File: config.mk
export PLATFORM = sky130hd
export DESIGN_NAME = prog_loader
export DESIGN_NICKNAME = d
export VERILOG_FILES = /design/src/rtl/prog_loader.sv
export SDC_FILE = /design/constraint.sdc
export NUM_CORES = 1
export LEC_CHECK = 0
export CORE_MARGIN = 2
export CORE_UTILIZATION = 35
export DETAILED_ROUTE_END_ITERATION = 7
export PLACE_DENSITY = 0.54
export SYNTH_ARGS = -nofsm -noshare
export SYNTH_HDL_FRONTEND = slang
export SYNTH_SLANG_ARGS = --single-unit
File: constraint.sdc
create_clock -name clk -period 6.95 [get_ports clk]
set_input_delay 1.39 -clock clk [delete_from_list [all_inputs] [get_ports clk]]
set_output_delay 1.39 -clock clk [all_outputs]
set_load 0.02 [all_outputs]
File: src/rtl/prog_loader.sv
// UART-framed program loader for the instruction BSRAM.
// Parses SYNC, LEN_HI, LEN_LO, LEN x {hi, lo}, CSUM and writes the words from address 0 upward,
// holding the CPU while loading and muxing the BSRAM address between the loader and the CPU PC.
module prog_loader #(
    parameter int unsigned ADDR_W      = 11,
    parameter logic [7:0]  SYNC_BYTE   = 8'hA5,
    parameter int unsigned TIMEOUT_CYC = 2700000
) (
    input  logic              clk,
    input  logic              rst_n,
    input  logic              rx_valid,
    input  logic [7:0]        rx_data,
    input  logic [ADDR_W-1:0] cpu_pc,
    output logic              mem_ce,
    output logic              mem_wre,
    output logic [ADDR_W-1:0] mem_ad,
    output logic [15:0]       mem_din,
    output logic              cpu_hold,
    output logic              busy,
    output logic              load_done,
    output logic              load_err,
    output logic [ADDR_W:0]   load_count
);

    localparam int unsigned Depth = 2 ** ADDR_W;
    localparam int unsigned TmoW  = $clog2(TIMEOUT_CYC);

    typedef enum logic [2:0] {
        StIdle,
        StLenHi,
        StLenLo,
        StDataHi,
        StDataLo,
        StCsum
    } state_e;

    state_e            state_q, state_d;
    logic [15:0]       len_q, len_d;
    logic [7:0]        hi_q, hi_d;
    logic [7:0]        sum_q, sum_d;
    // Word counter doubles as the write address; it is one bit wider so a full image reads 2**ADDR_W.
    logic [ADDR_W:0]   cnt_q, cnt_d;
    logic [15:0]       din_q, din_d;
    logic              wre_q, wre_d;
    logic              hold_q, hold_d;
    logic              busy_q, busy_d;
    logic              done_q, done_d;
    logic              err_q, err_d;
    logic [TmoW-1:0]   tmo_q, tmo_d;
    logic [15:0]       len_full;

    // Next-state logic: byte-driven frame parser plus inter-byte timeout.
    always_comb begin
        state_d  = state_q;
        len_d    = len_q;
        hi_d     = hi_q;
        sum_d    = sum_q;
        cnt_d    = cnt_q;
        din_d    = din_q;
        wre_d    = 1'b0;
        hold_d   = hold_q;
        done_d   = 1'b0;
        err_d    = err_q;
        len_full = {len_q[15:8], rx_data};

        // The address advances the cycle after the write pulse, independent of the parser state.
        if (wre_q) begin
            cnt_d = cnt_q + 1'b1;
        end

        if (state_q == StIdle || rx_valid) begin
            tmo_d = '0;
        end else begin
            tmo_d = tmo_q + 1'b1;
        end

        if (rx_valid) begin
            unique case (state_q)
                StIdle: begin
                    if (rx_data == SYNC_BYTE) begin
                        state_d = StLenHi;
                        hold_d  = 1'b1;
                        err_d   = 1'b0;
                        cnt_d   = '0;
                        sum_d   = '0;
                    end
                end
                StLenHi: begin
                    len_d[15:8] = rx_data;
                    state_d     = StLenLo;
                end
                StLenLo: begin
                    len_d[7:0] = rx_data;
                    if (len_full == 16'd0 || 32'(len_full) > Depth) begin
                        err_d   = 1'b1;
                        state_d = StIdle;
                    end else begin
                        state_d = StDataHi;
                    end
                end
                StDataHi: begin
                    hi_d    = rx_data;
                    sum_d   = sum_q + rx_data;
                    state_d = StDataLo;
                end
                StDataLo: begin
                    sum_d = sum_q + rx_data;
                    din_d = {hi_q, rx_data};
                    wre_d = 1'b1;
                    if (32'(cnt_q) + 32'd1 == 32'(len_q)) begin
                        state_d = StCsum;
                    end else begin
                        state_d = StDataHi;
                    end
                end
                StCsum: begin
                    if (rx_data == sum_q) begin
                        done_d = 1'b1;
                        hold_d = 1'b0;
                    end else begin
                        err_d = 1'b1;
                    end
                    state_d = StIdle;
                end
                default: state_d = StIdle;
            endcase
        end else if (state_q != StIdle && tmo_q == TmoW'(TIMEOUT_CYC - 1)) begin
            // Partial image stays in BSRAM; cpu_hold stays asserted.
            err_d   = 1'b1;
            state_d = StIdle;
        end

        busy_d = (state_d != StIdle);
    end

    // State and registered outputs.
    always_ff @(posedge clk or negedge rst_n) begin
        if (!rst_n) begin
            state_q <= StIdle;
            len_q   <= '0;
            hi_q    <= '0;
            sum_q   <= '0;
            cnt_q   <= '0;
            din_q   <= '0;
            wre_q   <= 1'b0;
            hold_q  <= 1'b0;
            busy_q  <= 1'b0;
            done_q  <= 1'b0;
            err_q   <= 1'b0;
            tmo_q   <= '0;
        end else begin
            state_q <= state_d;
            len_q   <= len_d;
            hi_q    <= hi_d;
            sum_q   <= sum_d;
            cnt_q   <= cnt_d;
            din_q   <= din_d;
            wre_q   <= wre_d;
            hold_q  <= hold_d;
            busy_q  <= busy_d;
            done_q  <= done_d;
            err_q   <= err_d;
            tmo_q   <= tmo_d;
        end
    end

    // Loader owns the port while a frame is open or a write is still pending.
    always_comb begin
        mem_ad = (busy_q || wre_q) ? cnt_q[ADDR_W-1:0] : cpu_pc;
    end

    assign mem_ce     = 1'b1;
    assign mem_wre    = wre_q;
    assign mem_din    = din_q;
    assign cpu_hold   = hold_q;
    assign busy       = busy_q;
    assign load_done  = done_q;
    assign load_err   = err_q;
    assign load_count = cnt_q;

endmodule

Word level (Yosys, flattened, before mapping)
Index checks and enable logic that the tools add are counted.
{"block": "op_classes", "n_addsub": 4, "order_cmp": 1, "n_eq_ne": 15, "mux": 28, "n_reduce_logical": 19}
{"cell": "$mux W12", "n": 4}
{"cell": "$add A22 B1 Y22 const B", "n": 1}
{"cell": "$eq A22 B22 Y1 const B", "n": 1}
{"cell": "$mux W22", "n": 1}
{"cell": "$eq A13 B16 Y1", "n": 1}
{"cell": "$gt A16 B12 Y1 const B", "n": 1}
{"cell": "$logic_not A16 Y1", "n": 1}
{"cell": "$pmux W8 S2", "n": 1}
{"cell": "$pmux W3 S5", "n": 1}
{"cell": "$add A12 B1 Y13 const B", "n": 1}
{"cell": "$add A12 B1 Y12 const B", "n": 1}
{"cell": "$mux W1", "n": 12}
{"cell": "$mux W3", "n": 4}
{"cell": "$mux W11", "n": 1}
{"cell": "$add A8 B8 Y8", "n": 1}
{"cell": "$eq A8 B8 Y1", "n": 1}
{"cell": "$eq A8 B8 Y1 const B", "n": 1}
{"cell": "$mux W8", "n": 1}
{"cell": "$reduce_and A2 Y1", "n": 4}
{"cell": "$eq A3 B2 Y1 const B", "n": 2}
{"cell": "$eq A3 B3 Y1 const B", "n": 2}
{"cell": "$ne A3 B3 Y1 const B", "n": 2}
{"cell": "$reduce_bool A2 Y1", "n": 3}
{"cell": "$reduce_bool A3 Y1", "n": 2}
{"cell": "15 further kinds", "n": 17}
{"block": "totals", "register_bits": 90, "in_bits": 22, "word_cells": 80}

Logic depth before layout (Yosys ltp)
Gate-level depths: netlist of the first run.
{"block": "logic_depth", "ltp_word": 6, "depth_mapped": 9, "depth_no_buf": 9}

Worst setup path before layout of the first run
OpenSTA, ideal clock, no wires.
{"block": "synth_path", "kind": "input-to-reg", "start": "in rx_data[1]", "end": "reg busy_q (netlist: busy)", "arrival_ns": 3.004, "slack_ns": 3.821, "path_stages": 6, "path_cell_list": "or4_4 > or4_4 > nand4_2 > o2111ai_2 > nor4b_4 > o21ai_1"}
{"block": "synth_via", "elab_chain_len": 6, "word_cells_on_any_way": 9}
{"element": "start: declaration", "line_no": "12", "source": "input logic [7:0] rx_data,"}
{"element": "$gt A16 B12 Y1 / $logic_not A16 Y1 (equally long branches)", "line_no": "94", "source": "if (len_full == 16'd0 || 32'(len_full) > Depth) begin"}
{"element": "$logic_or A1 B1 Y1", "line_no": "94"}
{"element": "$mux W2", "line_no": "94"}
{"element": "$pmux W3 S5 (*)", "line_no": "78", "source": "unique case (state_q)"}
{"element": "$mux W3 (*)", "line_no": "77", "source": "if (rx_valid) begin"}
{"element": "$reduce_bool A3 Y1 (*)", "line_no": "133", "source": "busy_d = (state_d != StIdle);"}
{"element": "named net busy_d", "line_no": "46", "source": "logic busy_q, busy_d;"}
{"element": "end signal: assignment", "line_no": "160", "source": "busy_q <= busy_d;"}
{"element": "end: declaration", "line_no": "46"}
Mark *: on every way through the listed nets, which the timed path passes. The rest lies on a longest branch.
A chain may end at the register's enable or synchronous reset.

Worst setup path in the final report of the first run
{"block": "layout_path", "start": "reg wre_q (netlist: mem_wre)", "end": "out mem_ad[6]"}
{"block": "layout_via", "elab_chain_len": 2}
{"element": "start: declaration", "line_no": "44", "source": "logic wre_q, wre_d;"}
{"element": "start signal: assignment", "line_no": "158", "source": "wre_q <= wre_d;"}
{"element": "$logic_or A1 B1 Y1", "line_no": "169", "source": "mem_ad = (busy_q || wre_q) ? cnt_q[ADDR_W-1:0] : cpu_pc;"}
{"element": "$mux W11", "line_no": "169"}
{"element": "end: declaration", "line_no": "16", "source": "output logic [ADDR_W-1:0] mem_ad,"}
No other way between the ends.

==> summary.log, run 1 <==
INFO  logic_synthesis synth.net_count=490
INFO  timing         setup_repair_after_global_routing_missed_its_margin=no
INFO  logic_synthesis synth-edff-count=0
INFO  timing         timing.final.hold_violations=0
INFO  timing         slew_headroom=26.66%
INFO  clock_tree     cts_buffer_depth=2
INFO  hold_path      min_path_type=flip-flop to flip-flop
INFO  logic_synthesis post_synth_instance_area=4786um2
INFO  setup_path     critical_path.endpoint=mem_ad[6]
INFO  clock_tree     cts_tree=built
INFO  clock_tree     cts_hold_repair.buffers=0
INFO  logic_synthesis synth.ff_latch_count=90
INFO  clock_tree     clock_tree.htree_level_count=3
INFO  setup_path     worst-endpoint-arrival=2660ps
INFO  layout         numnets_final=550
INFO  timing         timing.final.crit_share=58.22%
INFO  power          leakagePower=2.465nW
INFO  clock_tree     worst_skew_pair_latency=350ps
INFO  logic_synthesis ys.warnings.count=0
INFO  logic_synthesis synth_ff_type=sky130_fd_sc_hd__dfrtp_1
INFO  floorplan      die_outline_width=120.9um
INFO  clock_tree     numCtsBuffers=9
INFO  grt            grt.total_usage=16.22%
INFO  timing         finClkSkew=9.472ps
INFO  place          dp_cell_count=683
INFO  timing         final.min_clock_period=4047ps
INFO  floorplan      core_region_area=13300um2
INFO  setup_path     timing.critical_path.to_type=output port
INFO  setup_path     start_kind=flip-flop
INFO  floorplan      pin_count=67
INFO  power          power_frac_seq=39.2%
INFO  clock_tree     clock_sink_count=90
INFO  setup_path     rr_endpoint=busy
INFO  logic_synthesis synth_area_per_cell=10.45um2
INFO  drt            route.detailed.wl_per_inst=15.95um
INFO  layout         n_fill_cell=1265
INFO  grt            grt_pass1_wl=18570um
INFO  job            max-cap-violations=0
INFO  power          pwr-share-comb=37.2%
INFO  place          gp_congestion=0.7762
INFO  timing         final_max_slew_viol_count=0
INFO  drt            routed_wl=11150um
INFO  drt            via_count=3681
INFO  clock_tree     root_buffer=sky130_fd_sc_hd__clkbuf_16
INFO  timing         pin_slew_with_the_least_headroom_to_its_limit=1092ps
INFO  power          pwr-share-clk=23.6%
INFO  power          power=0.002046W
INFO  power          power_switching_share=37.13%
INFO  floorplan      die_height=120.9um
INFO  logic_synthesis synth-seq-area-share=47.06%
INFO  grt            initial_antenna_violation_count=0
INFO  setup_path     r2r-start=load_count[0]
INFO  drt            drt-pass1-iter-count=4
INFO  power          power.switching=0.0007597W
INFO  timing         report.final.setup_viol=0
INFO  setup_path     cp_slowest_cell=sky130_fd_sc_hd__nor2_1
INFO  layout         stdcell_count=699
INFO  floorplan      num_rows=42
INFO  setup_path     r2r.worst_path.cells=7
INFO  drt            detail_route.vias_per_cell=5.266
INFO  drt            antenna_violating_nets_post_route=0
INFO  setup_path     timing_worst_setup_path_type=flip-flop to output port
INFO  clock_tree     cts-resized-gates=0
INFO  power          internal_power=0.001286W
INFO  timing         fmaxAchievable=247.1MHz
INFO  setup_path     path_depth=3
INFO  drt            first_iter_violations=152
INFO  place          dp.final_hpwl=7804um
INFO  timing         finalSetupTns=0ps
INFO  clock_tree     postCtsSetupRepairBufs=0
INFO  floorplan      floorplan.initialDensity=36.00%
INFO  setup_path     cp_cell_sequence=nor2_1 -> mux2_2 -> clkdlybuf4s50_1
INFO  place          count_of_port_buffers_added_during_placement=65
INFO  logic_synthesis fraction_of_registers_with_async_set_reset=100.0%
INFO  grt            grt-ovfl-total=0
INFO  logic_synthesis synth_cells=458
INFO  drt            drcViolationCount=0
INFO  setup_path     path_max_fanout=13
INFO  setup_path     cp_top_family=simple AND/OR/NAND/NOR gates
INFO  power          worst_ir_drop_vdd=0.0001547V
INFO  setup_path     r2r_slack=4340ps
INFO  layout         postLayoutCoreUtil=44.33%
INFO  power          powerDensity=347.2nW/um2
INFO  logic_synthesis synth_cell_type_count=57
INFO  setup_path     setup.worst_path.start=mem_wre
INFO  grt            first_global_vias=3539
INFO  clock_tree     clkTransAtPathRegs=70ps
INFO  layout         layout_overhead_on_the_synthesized_area=23.14%
INFO  run_status     status=finished, final reports clean
INFO  grt            grt_start_max_net_pins=50
INFO  setup_path     required=5560ps
INFO  setup_path     worst_path_largest_cell_delay=810ps
INFO  floorplan      floorplan.die_area=14630um2
INFO  layout         drive_above_1_share=15.11%
INFO  setup_path     worstPathBufferInverterCount=1
INFO  layout         antenna-diode-count=0
[kinds of logic after synthesis]
group / Yosys count / synth area share [%]
flops: 90 / 47.06
buf+inv: 35 / 2.954
fa+ha+maj: 10 / 2.771
compound gates: 54 / 7.451
simple gates: 172 / 19.16
xor+xnor: 43 / 8.183
mux: 53 / 12.34
other cells: 1 / 0.07836
[worst min-delay path by stage]
stage / from / end / slack (ps) / cells past startpoint
2_1_floorplan: hi_q[1] / hi_q[1] / 440 / 2
3_3_place_gp: hi_q[1] / hi_q[1] / 470 / 2
3_5_place_dp: hi_q[1] / hi_q[1] / 470 / 2
4_1_cts: tmo_q[0] / tmo_q[0] / 480 / 1
5_1_grt: hi_q[0] / hi_q[0] / 520 / 1
6_report: tmo_q[0] / tmo_q[0] / 480 / 1
[final cells by class]
class,count,area [um2],share of cell area (%)
multi-input cells,333,2399,40.70
flip-flops and latches,90,2252,38.22
repair buffers,68,670.6,11.38
clock buffers,9,225.2,3.822
well taps,176,220.2,3.737
clock inverters,7,66.31,1.125
inverters,16,60.06,1.019
[through the flow]
stage | instance area [um2] | setup WS (ps) | hold slack (ps)
3_5_place_dp | 5602 | 2886 | 468.8
2_1_floorplan | 4786 | 3821 | 444.4
5_1_grt | 5893 | 2723 | 516.6
3_3_place_gp | 5602 | 2946 | 466.0
4_1_cts | 5893 | 2831 | 484.1
6_report | 5893 | 2904 | 480.4
[metal layers]
layer | part of all wire (%) | track usage (%) | vias to the layer above
met5 | 0 | 0 | -
met4 | 1.3 | 5.523 | 0
met3 | 3.5 | 3.008 | 12
met2 | 47 | 25.81 | 78
met1 | 48 | 22.24 | 1834
li1 | - | - | 1757
[power by group through the flow]
stage	logic (W)	clock network, W	registers, W
after floorplan	0.000509	0	0.000803
after global placement	0.000744	0	0.000803
after detailed placement	0.000762	0	0.000812
after CTS	0.000769	0.000495	0.000802
after global routing	0.000841	0.000518	0.000828
final	0.000761	0.000482	0.000802
[cells in the mapped netlist (all sizes together) (8+ instances only)]
cell	count	area, um2
nand4	12	81.33
inv	16	60.06
xnor2	17	148.9
clkbuf	14	53.80
nor3	8	40.04
nand2	34	127.6
dfrtp	90	2252
ha	9	112.6
and3	10	62.56
nand3	15	75.07
xor2	25	219.0
a21oi	9	45.04
mux2	48	540.5
nor2	48	180.2
o21ai	16	80.08
[cell usage in the layout (no fill, tap or decap), types with 4 or more instances in the layout]
cell type	Yosys	final
sky130_fd_sc_hd__o31ai_1	4	4
sky130_fd_sc_hd__nand2b_1	7	7
sky130_fd_sc_hd__dfrtp_1	90	90
sky130_fd_sc_hd__xor2_1	25	25
sky130_fd_sc_hd__and3_1	10	10
sky130_fd_sc_hd__or3_1	6	6
sky130_fd_sc_hd__clkdlybuf4s50_1	0	64
sky130_fd_sc_hd__xnor2_1	17	17
sky130_fd_sc_hd__a21oi_1	9	9
sky130_fd_sc_hd__and4_1	5	5
sky130_fd_sc_hd__nand2_1	34	34
sky130_fd_sc_hd__nand3_1	15	15
sky130_fd_sc_hd__nor3_1	8	8
sky130_fd_sc_hd__o21ai_0	14	14
sky130_fd_sc_hd__nand4_1	11	11
sky130_fd_sc_hd__buf_4	1	4
sky130_fd_sc_hd__inv_1	16	16
sky130_fd_sc_hd__mux2i_1	5	5
sky130_fd_sc_hd__ha_1	9	9
sky130_fd_sc_hd__o22ai_1	6	6
sky130_fd_sc_hd__mux2_2	48	48
sky130_fd_sc_hd__nor2_1	48	48
sky130_fd_sc_hd__clkbuf_16	0	9
[registers in the layout (all words and copies together), names as in the netlist]
signal,cells
mem_wre,1
cpu_hold,1
load_err,1
mem_din,16
load_done,1
len_q,16
state_q,3
busy,1
sum_q,8
tmo_q,22
load_count,12
hi_q,8
Power figures use the tool's default switching activity.
==> run 2: changes to the inputs <==
clock period = 4.22 ns   (was 6.95 ns; I/O delays follow)
==> summary.log, run 2 (synthesized netlist as in run 1, its figures left out) <==
INFO  grt            initial_antenna_violation_count=0 [unchanged]
INFO  place          placement.setup.worst_slack=875.2ps [was 2886 ps]
INFO  setup_path     start_kind=flip-flop [unchanged]
INFO  place          dp_cell_count=688 [was 683]
INFO  timing         timing.final.hold_violations=0 [unchanged]
INFO  layout         final_cell_mix=sky130_fd_sc_hd__dfrtp_1 (90), sky130_fd_sc_hd__clkdlybuf4s50_1 (64), sky130_fd_sc_hd__nor2_1 (48), sky130_fd_sc_hd__mux2_2 (48), sky130_fd_sc_hd__nand2_1 (34) [unchanged]
INFO  floorplan      die_outline_width=120.9um [unchanged]
INFO  setup_path     required=3380ps [was 5560 ps]
INFO  floorplan      floorplan.initialDensity=36.00% [unchanged]
INFO  timing         fmaxAchievable=296.6MHz
INFO  setup_path     timing_worst_setup_path_type=flip-flop to output port [unchanged]
INFO  timing         report.final.setup_viol=0 [unchanged]
INFO  layout         postLayoutCoreUtil=44.60% [was 44.33%]
INFO  floorplan      core_region_area=13300um2 [unchanged]
INFO  power          powerDensity=570.1nW/um2 [was 347.2 nW/um2]
INFO  clock_tree     clock_sink_count=90 [unchanged]
INFO  clock_tree     cts-resized-gates=0 [unchanged]
INFO  clock_tree     worst_skew_pair_latency=340ps [was 350 ps]
INFO  layout         numnets_final=555 [was 550]
INFO  floorplan      floorplan.die_area=14630um2 [unchanged]
INFO  setup_path     path_max_fanout=13 [unchanged]
INFO  setup_path     timing.critical_path.to_type=output port [unchanged]
INFO  drt            route.detailed.wl_per_inst=15.88um [was 15.95 um]
INFO  timing         worst_case_hold_slack=485.9ps [was 480.4 ps]
INFO  grt            grt_pass1_wl=18800um [was 18570 um]
INFO  job            max-cap-violations=0 [unchanged]
INFO  timing         finalSetupTns=0ps [unchanged]
INFO  power          leakagePower=2.493nW [was 2.465 nW]
INFO  floorplan      num_rows=42 [unchanged]
INFO  layout         layout_overhead_on_the_synthesized_area=23.90% [was 23.14%]
INFO  clock_tree     numCtsBuffers=9 [unchanged]
INFO  layout         max_flop_register=tmo_q [unchanged]
INFO  floorplan      die_height=120.9um [unchanged]
INFO  timing         timing.final.crit_share=79.89%
INFO  setup_path     worst-endpoint-arrival=2530ps [was 2660 ps]
INFO  place          gp_congestion=0.7864 [was 0.7762]
INFO  drt            routed_wl=11160um [was 11150 um]
INFO  clock_tree     postCtsSetupRepairBufs=0 [unchanged]
INFO  drt            via_count=3676 [was 3681]
INFO  drt            first_iter_violations=156 [was 152]
INFO  timing         pin_slew_with_the_least_headroom_to_its_limit=1100ps [was 1092 ps]
INFO  clock_tree     clock_tree.htree_level_count=3 [unchanged]
INFO  clock_tree     root_buffer=sky130_fd_sc_hd__clkbuf_16 [unchanged]
INFO  layout         largest_register_ff_count=22 [unchanged]
INFO  layout         antenna-diode-count=0 [unchanged]
INFO  timing         finClkSkew=7.701ps [was 9.472 ps]
INFO  floorplan      pin_count=67 [unchanged]
INFO  grt            grt_start_max_net_pins=43 [was 50]
INFO  grt            grt-ovfl-total=0 [unchanged]
INFO  grt            grt.total_usage=16.27% [was 16.22%]
INFO  timing         final.min_clock_period=3371ps
INFO  drt            drt-pass1-iter-count=4 [unchanged]
INFO  hold_path      min_path_type=flip-flop to flip-flop [unchanged]
INFO  place          dp.final_hpwl=7965um [was 7804 um]
INFO  layout         drive_above_1_share=15.75% [was 15.11%]
INFO  grt            first_global_vias=3610 [was 3539]
INFO  power          worst_ir_drop_vdd=0.0002390V [was 0.0001547 V]
INFO  clock_tree     cts_buffer_depth=2 [unchanged]
INFO  timing         slew_headroom=26.14% [was 26.66%]
INFO  clock_tree     cts_hold_repair.buffers=0 [unchanged]
INFO  drt            detail_route.vias_per_cell=5.229 [was 5.266]
INFO  place          count_of_port_buffers_added_during_placement=65 [unchanged]
INFO  drt            drcViolationCount=0 [unchanged]
INFO  run_status     status=finished, final reports clean [unchanged]
INFO  timing         final_max_slew_viol_count=0 [unchanged]
INFO  timing         setup_repair_after_global_routing_missed_its_margin=no [unchanged]
INFO  timing         setup_slack=848.6ps [was 2904 ps]
INFO  clock_tree     clkTransAtPathRegs=70ps [about the same]
INFO  clock_tree     cts_tree=built [unchanged]
INFO  drt            antenna_violating_nets_post_route=0 [unchanged]
INFO  layout         most_frequent_standard_cell_in_the_layout_excluding_fill_and_tap_cells=sky130_fd_sc_hd__dfrtp_1 [unchanged]
INFO  layout         stdcell_count=703 [was 699]
[run 2: cell count changes in the layout (fill, tap and decap cells not counted)]
cell / previous run / this run
sky130_fd_sc_hd__buf_4: 4 / 9
sky130_fd_sc_hd__bufinv_16: 0 / 1
sky130_fd_sc_hd__clkinv_2: 0 / 2
sky130_fd_sc_hd__clkinvlp_4: 2 / 1
sky130_fd_sc_hd__inv_8: 3 / 0
[run 2: stage by stage]
stage               instance area [um2]  total power, W
floorplan                          4786        0.002161
global placement                   5639        0.002567
detailed placement                 5639        0.002598
CTS                                5929        0.003419
global route                       5929        0.003615
finish                             5929        0.003380
[run 2: cell type report]
cell class	instances	area, um2
Tap cell	176	220.2
Timing Repair Buffer	73	708.2
Clock buffer	9	225.2
Fill cell	1275	7366
Sequential cell	90	2252
Multi-Input combinational cell	333	2399
Clock inverter	6	65.06
Inverter	16	60.06
[run 2: power breakdown]
part           switching (W)  total [W]  internal [W]  leakage [nW]
clock               0.000344   0.000802      0.000458         0.142
combinational       0.000624    0.00125      0.000631          1.19
sequential          0.000251    0.00132       0.00107          1.16
[run 2: routing by layer]
metal  routed length [um]  track usage, %
met2                 5097           25.63
met1                 5405           22.65
met5                    0               0
met3                  510           3.148
met4                  151           5.015
[run 2: worst paths after layout]
path                              endpoint     startpoint  slack (ps)  cells past startpoint
min in group asynchronous       mem_din[8]          rst_n         510                      1
worst min register to register    tmo_q[0]       tmo_q[0]         490                      1
worst min-delay path              tmo_q[0]       tmo_q[0]         490                      1
worst max register to register        busy  load_count[0]        1650                      7
worst max-delay path             mem_ad[3]        mem_wre         850                      5
max in group asynchronous         len_q[1]          rst_n        2920                      2
[run 2: critical path, cell delays in order, from the launching register on]
cell                              delay, ps
sky130_fd_sc_hd__dfrtp_1                360
sky130_fd_sc_hd__buf_4                  180
sky130_fd_sc_hd__nor2_1                 510
sky130_fd_sc_hd__buf_4                  260
sky130_fd_sc_hd__mux2_2                 340
sky130_fd_sc_hd__clkdlybuf4s50_1        530
==> run 3: changes to the inputs <==
PLACE_DENSITY = 0.56   (was 0.54)
clock period = 2.92 ns   (was 4.22 ns; I/O delays follow)
==> summary.log, run 3 (synthesized netlist as in run 1, its figures left out) <==
INFO  setup_path     r2r-start=load_count[1] [was load_count[0]]
INFO  layout         antenna-diode-count=0 [unchanged]
INFO  layout         layout_overhead_on_the_synthesized_area=26.88% [was 23.90%]
INFO  layout         max_flop_register=tmo_q [unchanged]
INFO  setup_path     path_max_fanout=8 [was 13]
INFO  layout         final-seq-area=2252um2 [unchanged]
INFO  clock_tree     postCtsSetupRepairBufs=0 [unchanged]
INFO  grt            grt.total_usage=16.55% [was 16.27%]
INFO  setup_path     required=2340ps [was 3380 ps]
INFO  clock_tree     cts-resized-gates=0 [unchanged]
INFO  floorplan      floorplan.die_area=14630um2 [unchanged]
INFO  run_status     status=finished, final reports clean [unchanged]
INFO  floorplan      num_rows=42 [unchanged]
INFO  timing         pin_slew_with_the_least_headroom_to_its_limit=773.0ps [was 1100 ps]
INFO  drt            via_count=3689 [was 3676]
INFO  floorplan      floorplan.initialDensity=36.00% [unchanged]
INFO  clock_tree     worst_skew_pair_latency=350ps [was 340 ps]
INFO  timing         final_max_slew_viol_count=0 [unchanged]
INFO  setup_path     r2r.worst_path.cells=7 [unchanged]
INFO  timing         timing.final.hold_violations=0 [unchanged]
INFO  drt            detail_route.vias_per_cell=5.117 [was 5.229]
INFO  drt            first_iter_violations=142 [was 156]
INFO  timing         setup_repair_after_global_routing_missed_its_margin=no [unchanged]
INFO  clock_tree     clock_tree.htree_level_count=3 [unchanged]
INFO  layout         final_cell_mix=sky130_fd_sc_hd__dfrtp_1 (90), sky130_fd_sc_hd__clkdlybuf4s50_1 (64), sky130_fd_sc_hd__mux2_2 (48) [was sky130_fd_sc_hd__dfrtp_1 (90), sky130_fd_sc_hd__clkdlybuf4s50_1 (64), sky130_fd_sc_hd__nor2_1 (48), sky130_fd_sc_hd__mux2_2 (48), sky130_fd_sc_hd__nand2_1 (34)]
INFO  layout         multiInputGateArea=2401um2 [was 2399 um2]
INFO  timing         report.final.setup_viol=0 [unchanged]
INFO  grt            grt_start_max_net_pins=45 [was 43]
INFO  power          leakagePower=2.574nW [was 2.493 nW]
INFO  setup_path     timing_worst_setup_path_type=flip-flop to output port [unchanged]
INFO  clock_tree     root_buffer=sky130_fd_sc_hd__clkbuf_16 [unchanged]
INFO  clock_tree     numCtsBuffers=9 [unchanged]
INFO  drt            route.detailed.wl_per_inst=15.64um [was 15.88 um]
INFO  hold_path      min_path_type=input port to asynchronous set/reset pin [was flip-flop to flip-flop]
INFO  floorplan      core_region_area=13300um2 [unchanged]
INFO  setup_path     rr_endpoint=busy [unchanged]
INFO  timing         fmaxAchievable=371.1MHz
INFO  timing         slew_headroom=48.12% [was 26.14%]
INFO  timing         setup_slack=225.6ps [was 848.6 ps]
INFO  timing         finClkSkew=5.750ps [was 7.701 ps]
INFO  drt            routed_wl=11280um [was 11160 um]
INFO  timing         timing.final.crit_share=92.27%
INFO  layout         largest_register_ff_count=22 [unchanged]
INFO  place          count_of_port_buffers_added_during_placement=65 [unchanged]
INFO  layout         numnets_final=572 [was 555]
INFO  place          placement.setup.worst_slack=10.14ps [was 875.2 ps]
INFO  floorplan      die_outline_width=120.9um [unchanged]
INFO  clock_tree     clock_sink_count=90 [unchanged]
INFO  grt            initial_antenna_violation_count=0 [unchanged]
INFO  drt            drt-pass1-iter-count=4 [unchanged]
INFO  floorplan      pin_count=67 [unchanged]
INFO  power          worst_ir_drop_vdd=0.0003949V [was 0.0002390 V]
INFO  layout         drive_above_1_share=18.53% [was 15.75%]
INFO  clock_tree     cts_hold_repair.buffers=0 [unchanged]
INFO  setup_path     worst-endpoint-arrival=2110ps [was 2530 ps]
INFO  setup_path     timing.critical_path.to_type=output port [unchanged]
INFO  layout         n_fill_cell=1255 [was 1275]
INFO  setup_path     start_kind=flip-flop [unchanged]
INFO  clock_tree     cts_tree=built [unchanged]
INFO  grt            grt-ovfl-total=0 [unchanged]
INFO  setup_path     r2r_slack=410ps [was 1650 ps]
INFO  drt            drcViolationCount=0 [unchanged]
INFO  place          dp.final_hpwl=8418um [was 7965 um]
INFO  grt            grt_pass1_wl=19190um [was 18800 um]
INFO  clock_tree     cts_buffer_depth=2 [unchanged]
INFO  timing         final.min_clock_period=2694ps
INFO  grt            first_global_vias=3791 [was 3610]
INFO  timing         finalSetupTns=0ps [unchanged]
INFO  job            max-cap-violations=0 [unchanged]
INFO  power          powerDensity=815.3nW/um2 [was 570.1 nW/um2]
INFO  place          gp_congestion=0.7849 [was 0.7864]
INFO  drt            antenna_violating_nets_post_route=0 [unchanged]
INFO  layout         most_frequent_standard_cell_in_the_layout_excluding_fill_and_tap_cells=sky130_fd_sc_hd__dfrtp_1 [unchanged]
INFO  layout         stdcell_count=721 [was 703]
INFO  floorplan      die_height=120.9um [unchanged]
INFO  layout         postLayoutCoreUtil=45.67% [was 44.60%]
INFO  clock_tree     clkTransAtPathRegs=60ps [was 70 ps]
INFO  place          dp_cell_count=705 [was 688]
[run 3: cell types whose count changed in the layout (fill, tap and decap cells not counted), sizes merged]
cell | before | now
buf | 9 | 26
clkbuf | 9 | 10
clkinv | 2 | 0
clkinvlp | 1 | 2
inv | 18 | 19
[run 3: per-layer routing]
metal | share of wire [%] | vias to the layer above | global-route usage (%)
met5 | 0 | - | 0
met4 | 2.5 | 0 | 6.759
met3 | 4.4 | 20 | 2.914
met2 | 46 | 96 | 25.77
met1 | 47 | 1778 | 22.79
li1 | - | 1795 | -
[run 3: final cells by class]
type	count	share of cell area (%)
Multi-Input combinational cell	333	39.54
Sequential cell	90	37.09
Timing Repair Buffer	90	13.76
Clock buffer	10	3.771
Tap cell	176	3.627
Clock inverter	6	1.216
Inverter	16	0.9891
[run 3: worst max-delay path, stage by stage (launching register included)]
cell and delay [ps]:
sky130_fd_sc_hd__dfrtp_1 440, sky130_fd_sc_hd__nor2_2 240, sky130_fd_sc_hd__buf_4 210, sky130_fd_sc_hd__mux2_2 330, sky130_fd_sc_hd__clkdlybuf4s50_1 540
[run 3: worst max-delay path by stage]
stage	from	endpoint	slack [ps]	cells past startpoint
final	busy	mem_ad[4]	230	4
after global routing	busy	mem_ad[5]	90	4
after CTS	busy	mem_ad[4]	60	4
after detailed placement	rx_data[1]	busy	10	7
after global placement	rx_data[1]	busy	70	7
after floorplan	load_count[0]	busy	500	7
[run 3: power breakdown]
| group | switching [W] | total (W) | internal, W |
|---|---|---|---|
| sequential | 0.000327 | 0.00188 | 0.00155 |
| combinational | 0.000936 | 0.00188 | 0.000945 |
| clock | 0.000514 | 0.00119 | 0.000676 |
[run 3: stage by stage]
stage	cell area, um2	total power, W	hold slack (ps)
floorplan	4786	0.003123	288.4
global placement	5767	0.003745	463.2
detailed placement	5767	0.003801	471.0
CTS	6070	0.005001	259.7
global route	6072	0.005282	284.7
finish	6072	0.004950	229.0
